## config.mk

```make
export PLATFORM = sky130hd
export DESIGN_NAME = spi_xfer_seq
export DESIGN_NICKNAME = d
export VERILOG_FILES = /design/src/rtl/spi_seq_pkg.sv /design/src/rtl/spi_xfer_cnt.sv /design/src/rtl/spi_xfer_seq.sv
export SDC_FILE = /design/constraint.sdc
export NUM_CORES = 1
export LEC_CHECK = 0
export ABC_AREA = 1
export ABC_CLOCK_PERIOD_IN_PS = 1450
export BUFFER_PORTS_ARGS = -buffer_cell sky130_fd_sc_hd__buf_2
export CORE_UTILIZATION = 44
export CTS_CLUSTER_DIAMETER = 150
export DETAILED_ROUTE_END_ITERATION = 6
export PLACE_DENSITY = 0.79
export REMOVE_ABC_BUFFERS = 1
export SKIP_CTS_REPAIR_TIMING = 1
export SYNTH_ARGS = -nofsm -noshare
export SYNTH_HDL_FRONTEND = slang
export SYNTH_SLANG_ARGS = --single-unit
```

## constraint.sdc

```tcl
create_clock -name clk -period 1.45 [get_ports clk]
set_clock_uncertainty 0.1 [all_clocks]
set_input_delay 0.29 -clock clk [delete_from_list [all_inputs] [get_ports clk]]
set_output_delay 0.29 -clock clk [all_outputs]
set_load 0.1 [all_outputs]
```

## src/rtl/spi_seq_pkg.sv

```systemverilog
// Shared types for the SPI transfer sequencer.
// Holds the FSM encoding and default widths.
package spi_seq_pkg;

  localparam int DW_DEF    = 8;
  localparam int CNT_W_DEF = 2;

  typedef enum logic [1:0] {
    IDLE  = 2'd0,
    START = 2'd1,
    WAIT  = 2'd2,
    STORE = 2'd3
  } state_t;

endpackage

```

## src/rtl/spi_xfer_cnt.sv

```systemverilog
// Transfer counter with sticky interrupt and overrun flags.
// Set beats spif_clr when both land in the same cycle.
module spi_xfer_cnt
  import spi_seq_pkg::*;
#(
  parameter int CNT_W = CNT_W_DEF
) (
  input  logic             clk,
  input  logic             rst,
  input  logic             tick,
  input  logic             drop,
  input  logic             clr,
  input  logic             spif_clr,
  input  logic [CNT_W-1:0] icnt,
  output logic             spif,
  output logic             ovr
);

  logic [CNT_W-1:0] cnt;
  logic             hit;

  assign hit = tick && (cnt == icnt);

  always_ff @(posedge clk) begin
    if (rst) begin
      cnt  <= '0;
      spif <= 1'b0;
      ovr  <= 1'b0;
    end else begin
      if (clr)
        cnt <= '0;
      else if (tick)
        cnt <= hit ? '0 : cnt + 1'b1;

      if (hit)
        spif <= 1'b1;
      else if (spif_clr)
        spif <= 1'b0;

      if (drop)
        ovr <= 1'b1;
      else if (spif_clr)
        ovr <= 1'b0;
    end
  end

endmodule

```

## src/rtl/spi_xfer_seq.sv

```systemverilog
// SPI transfer sequencer: write FIFO -> shift engine -> read FIFO.
// One byte in flight; clr during a transfer lets the engine finish, then drops it.
module spi_xfer_seq
  import spi_seq_pkg::*;
#(
  parameter int DW    = DW_DEF,
  parameter int CNT_W = CNT_W_DEF
) (
  input  logic             clk,
  input  logic             rst,
  input  logic             en,
  input  logic             clr,
  input  logic [CNT_W-1:0] icnt,
  input  logic             wf_empty,
  input  logic [DW-1:0]    wf_dout,
  output logic             wf_re,
  output logic             eng_start,
  output logic [DW-1:0]    eng_tx,
  input  logic             eng_done,
  input  logic [DW-1:0]    eng_rx,
  input  logic             rf_full,
  output logic             rf_we,
  output logic [DW-1:0]    rf_din,
  input  logic             spif_clr,
  output logic             spif,
  output logic             ovr,
  output logic             busy
);

  state_t          state, state_n;
  logic [DW-1:0]   tx_q, rx_q;
  logic            abort_q;
  logic            pop;
  logic            store;

  always_comb begin
    state_n = state;
    pop     = 1'b0;
    unique case (state)
      IDLE: begin
        if (en && !wf_empty && !clr) begin
          pop     = 1'b1;
          state_n = START;
        end
      end
      START: state_n = WAIT;
      WAIT: begin
        if (eng_done)
          state_n = (abort_q || clr) ? IDLE : STORE;
      end
      STORE: state_n = IDLE;
      default: state_n = IDLE;
    endcase
  end

  always_ff @(posedge clk) begin
    if (rst) begin
      state   <= IDLE;
      tx_q    <= '0;
      rx_q    <= '0;
      abort_q <= 1'b0;
    end else begin
      state <= state_n;
      if (pop)
        tx_q <= wf_dout;
      if (state == WAIT && eng_done)
        rx_q <= eng_rx;
      // abort marker lives only until the FSM is back in IDLE
      if (state_n == IDLE)
        abort_q <= 1'b0;
      else if (clr && (state == START || state == WAIT))
        abort_q <= 1'b1;
    end
  end

  assign store     = (state == STORE);
  assign wf_re     = pop;
  assign eng_start = (state == START);
  assign eng_tx    = tx_q;
  assign rf_we     = store && !rf_full;
  assign rf_din    = rx_q;
  assign busy      = (state != IDLE);

  spi_xfer_cnt #(
    .CNT_W(CNT_W)
  ) u_cnt (
    .clk      (clk),
    .rst      (rst),
    .tick     (store),
    .drop     (store && rf_full),
    .clr      (clr),
    .spif_clr (spif_clr),
    .icnt     (icnt),
    .spif     (spif),
    .ovr      (ovr)
  );

endmodule
```

==> results of run 1 <==
==> synthesized netlist by cell type, drive strengths merged <==
cell type,n,share of area [%]
or2,1,0.63
nor2,40,16
nand3,4,2.5
a21oi,7,3.5
inv,16,6.1
nand4,2,1.3
dfxtp,23,47
nor3,1,1.0
o21ai,18,9.1
clkbuf,1,0.51
nand2,15,5.7
ha,5,6.3
xnor2,1,0.89
==> worst register-to-register path, cell delays in order (launching register included) <==
cell and delay [ps]:
dfxtp_2 390, inv_2 60, buf_4 140, ha_2 200
inv_2 80, a21oi_1 60, nand2_1 70, nand3_1 100
a21oi_1 160
==> path summary, 6_finish.rpt <==
path               from          to  slack [ps]
max            state[1]       wf_re        -220
min                 rst  u_cnt.spif          70
min reg2reg  u_cnt.spif  u_cnt.spif         370
max reg2reg    state[0]     abort_q          30
==> where the power goes <==
group | internal, mW | switching (mW) | total (mW) | leakage, nW
registers | 0.740 | 0.0757 | 0.816 | 0.188
logic | 0.565 | 1.23 | 1.79 | 0.526
clock network | 0.103 | 0.188 | 0.291 | 0.0177
==> per-layer routing <==
layer  vias up  wire length, um  track usage, %
li1        542                -               -
met1       464             1037           21.50
met2        38             1296           40.87
met3         4              119           3.738
met4         0               20           7.143
met5         -                0               0
==> sequential cells by signal, summed over array words and instances (netlist names) <==
name,cells
abort_q,1
rf_din,8
state,2
eng_tx,8
u_cnt.cnt,2
u_cnt.ovr,1
u_cnt.spif,1
==> logic make-up (layout without fill, tap and decap cells) <==
kind of cell	after synthesis	count (layout)	share of synthesized area [%]
AO/OA/AOI/OAI	25	25	12.64
XOR/XNOR	1	1	0.8851
adder cells (fa/ha/maj)	5	5	6.321
buffers and inverters	17	76	6.574
flip-flops	23	23	46.52
AND/OR/NAND/NOR	63	63	27.05
==> cell usage in the layout (no fill, tap or decap), types with 8 or more instances in the layout <==
master / instances
o21ai_0: 11
inv_1: 8
nor2_1: 38
inv_2: 8
buf_2: 25
clkbuf_4: 19
dfxtp_1: 21
buf_4: 8
nand2_1: 14
==> layout make-up <==
type	instances	area, sq um
Tap cell	27	33.78
Fill cell	160	531.8
Sequential cell	23	462.9
Inverter	16	60.06
Multi-Input combinational cell	94	489.2
Timing Repair Buffer	56	436.7
Clock buffer	3	22.52
Clock inverter	1	5.005
==> metrics by stage <==
step / utilization (%) / area (sq um) / hold slack (ps) / cells
floorplan: - / 984.7 / 259.1 / 133
global placement: 68.01 / 1389 / 347.2 / 213
detailed placement: 68.01 / 1389 / 355.2 / 213
CTS: 69.36 / 1416 / 67.04 / 217
global route: 73.96 / 1510 / 67.99 / 220
finish: 73.96 / 1510 / 74.66 / 220
==> reports/qor.yml, run 1 <==
layout:
  area_growth_pct: 52.59
  diodes: 0
  drive_gt1_share_pct: 39.90
  nNetsFinal: 225
timing:
  setup_tns_ps: -755.4
  final_max_slew_viol_count: 0
  fin_crit_sh_pct: 114.9
  fin_ws_ps: -216.4
  period_needed_ps: 1666
  worst_pin_slew_ps: 305.6
  hold_viol: 0
  rsz0062_at_grt: "yes"
  relSlewSlack_pct: 79.74
  setup_viol: 4
  fmax_ghz: 0.6001
floorplan:
  fp.dieH_um: 49.43
  die_x_um: 49.43
  num_io_pins: 48
  core_area_sq_um: 2042
  start_util_pct: 48.47
  rows: 16
  dieArea_sq_um: 2443
synth:
  synth_cell_type_count: 16
  ys_seq_area_share_pct: 46.52
  netlist_instances: 134
  avgSynthCellArea_sq_um: 7.386
  ys_seq_elements: 23
  yosysWarnings: 0
  synth_area_sq_um: 989.7
hold_path:
  hold_depth: 2
  hp-class: "input port to flip-flop"
routing:
  num_vias: 1048
  post_drt_wl_per_cell_um: 11.24
  drtIter0Drc: 21
  first_pass_iters: 4
  wirelength_um: 2473
  via_per_inst: 4.764
  ant_nets: 0
  route.detailed.drc: 0
grt:
  grt_start_max_net_pins: 14
  grt-ovfl-total: 0
  first_global_vias: 986
  antenna_found_initial: 0
  track_usage_pct: 20.76
  grt_pass1_wl_um: 3981
placement:
  gp_congestion: 0.7171
  hpwl_um: 1880
  post-place-ws_ps: -2.960
  port_buffers: 47
setup_path:
  cp_data_required_time_ps: 1060
  max_stage_delay_ps: 360
  critPathTopFamily: "flip-flops"
  crit_arrival_ps: 1280
  cp_cell_sequence: "inv_2, ha_4, inv_2, nor2_4, buf_12"
  cp.depth: 5
  crit_path_max_fanout: 5
  crit_type: "flip-flop to output port"
  crit_path_end_kind: "output port"
  slowest_stage: "dfxtp_2"
  cp_num_buf_inv: 3
  start_kind: "flip-flop"
  reg2reg_depth: 8
  crit_top_cell: "inv_2"
clock_tree:
  cts_buffers: 3
  htree_levels: 1
  clkSinkCount: 23
  clk_path_buf_depth: 2
  cts_tree: "done"
  insertion_delay_ps: 300
  clock-root-buffer: "clkbuf_4"
  path_clk_slew_ps: 130
power:
  vdd_drop_max_uv: 1575
  finalPower_mw: 2.901
  power_density_nw_per_um2: 1921
  p_leak_nw: 0.7316
status:
  violations: "negative setup slack"
  status: "finished, violations left"
flow_run:
  maxCapViolations: 0
Note: power is estimated with default switching activity, not from simulation.
==> run 2: changes to the inputs <==
Settings changed: CELL_PAD_IN_SITES_DETAIL_PLACEMENT from default to 0, CELL_PAD_IN_SITES_GLOBAL_PLACEMENT from default to 1, CORE_UTILIZATION 44 to 30.
==> run 2 against run 1 <==
- the run still ends with negative setup slack left
- final cell count increased by 8.2%
- first-iteration DRC count shrank 62%
- sequential share of layout area fell by 1.7 points
- via count decreased by 1.3%
- sequential power is 3.9% higher
- maximum frequency is 1.1% higher
- non-clock buffer count is 1 higher
- critical path depth stayed put
- total power grew 3.1%
- critical endpoint is now busy
- largest cell class unchanged
- largest power group unchanged
==> reports/qor.yml, run 2 (synthesized netlist as in run 1, its figures left out) <==
status:
  status: "finished, violations left"
  violations: "negative setup slack"
floorplan:
  core_area_sq_um: 3103
  fp.dieH_um: 59.44
  dieArea_sq_um: 3533
  die_x_um: 59.44
  start_util_pct: 31.90
  rows: 20
  num_io_pins: 48
flow_run:
  maxCapViolations: 0
timing:
  rsz0062_at_grt: "yes"
  worst_pin_slew_ps: 303.4
  setup_tns_ps: -621.1
  final_max_slew_viol_count: 0
  hold_viol: 0
  setup_viol: 4
  fmax_ghz: 0.6066
  relSlewSlack_pct: 79.88
  fin_crit_sh_pct: 113.7
  holdWs_ps: 81.01
  fin_ws_ps: -198.5
  period_needed_ps: 1649
setup_path:
  cp_data_required_time_ps: 1060
  crit_arrival_ps: 1260
  crit_path_max_fanout: 4
  rrSetupSlack_ps: 110
  max_stage_delay_ps: 410
  start_kind: "flip-flop"
  crit_path_end_kind: "output port"
  slowest_stage: "dfxtp_4"
  crit_type: "flip-flop to output port"
  cp_cell_sequence: "inv_4, ha_4, inv_2, buf_4, buf_12"
  reg2reg_depth: 8
clock_tree:
  clkSinkCount: 23
  cts_buffers: 3
  cts_tree: "done"
  insertion_delay_ps: 300
  htree_levels: 1
  path_clk_slew_ps: 130
  clock-root-buffer: "clkbuf_4"
  clk_path_buf_depth: 2
placement:
  dp_cells: 230
  post-place-ws_ps: 2.424
  gp_congestion: 0.9243
  port_buffers: 47
  hpwl_um: 1883
  placedInstanceArea_sq_um: 1455
layout:
  final_core_util_pct: 52.02
  diodes: 0
  area_growth_pct: 63.08
  drive_gt1_share_pct: 42.27
  nNetsFinal: 226
  final_area_sq_um: 1614
  final_common_cell: "nor2_1"
  final_cell_mix: "nor2_1, buf_2, dfxtp_1, o21ai_0, clkbuf_4"
  fin_cells: 238
power:
  p_seq_share_pct: 28.4
  vdd_drop_max_uv: 788.3
  finalPower_mw: 2.990
  p_switching_mw: 1.506
  clkPwrFrac_pct: 9.8
  power_density_nw_per_um2: 1852
  internal-power_mw: 1.484
  power_frac_comb_pct: 61.8
  p_leak_nw: 0.7476
  switching_share_pct: 50.36
routing:
  route.detailed.drc: 0
  wirelength_um: 2360
  first_pass_iters: 3
  via_per_inst: 4.345
  ant_nets: 0
  num_vias: 1034
  post_drt_wl_per_cell_um: 9.916
  drtIter0Drc: 8
hold_path:
  hold_depth: 2
  hp-class: "input port to flip-flop"
grt:
  grt_pass1_wl_um: 3781
  track_usage_pct: 14.24
  first_global_vias: 971
  antenna_found_initial: 0
  grt-ovfl-total: 0
  grt_start_max_net_pins: 14
-- run 2: changes by cell type in the layout (fill, tap and decap cells not counted), moves of 2 or more --
cell | before | now
o21ai_0 | 11 | 17
o21ai_1 | 7 | 1
buf_12 | 6 | 9
clkbuf_4 | 19 | 16
buf_4 | 8 | 10
dfxtp_2 | 2 | 0
dfxtp_4 | 0 | 2
ha_4 | 1 | 3
inv_4 | 0 | 2
-- run 2: area by class of cell --
| type | count | area (sq um) |
|---|---|---|
| sequential | 23 | 467.9 |
| multi-input combinational | 94 | 520.5 |
| clock buffer | 3 | 22.52 |
| fill | 328 | 1489 |
| inverter | 16 | 65.06 |
| tap | 44 | 55.05 |
| timing repair buffer | 57 | 478.0 |
| clock inverter | 1 | 5.005 |
-- run 2: power groups by stage --
stage	Clock, mW	Combinational [mW]	Sequential [mW]
floorplan	0	0.655	1.30
global placement	0	1.64	0.815
detailed placement	0	1.66	0.819
CTS	0.310	1.66	0.805
global route	0.335	1.96	0.868
finish	0.294	1.85	0.848
-- run 2: routing by layer --
layer	up-vias	wire, um	GRT usage (%)
met5	-	0	0
met4	0	12	6.122
met1	459	987	16.76
li1	542	-	-
met3	2	148	2.838
met2	31	1210	24.88
-- run 2: final timing paths --
path | start | endpoint
setup / recovery | state[0] | busy
hold reg to reg | u_cnt.ovr | u_cnt.ovr
hold / removal | rst | u_cnt.ovr
setup reg to reg | state[0] | abort_q
-- run 2: critical path: cells and delay by family, from the launching register on --
kind	cells	cell delay, ps
buf+inv	4	400
fa+ha+maj	1	150
flops	1	410
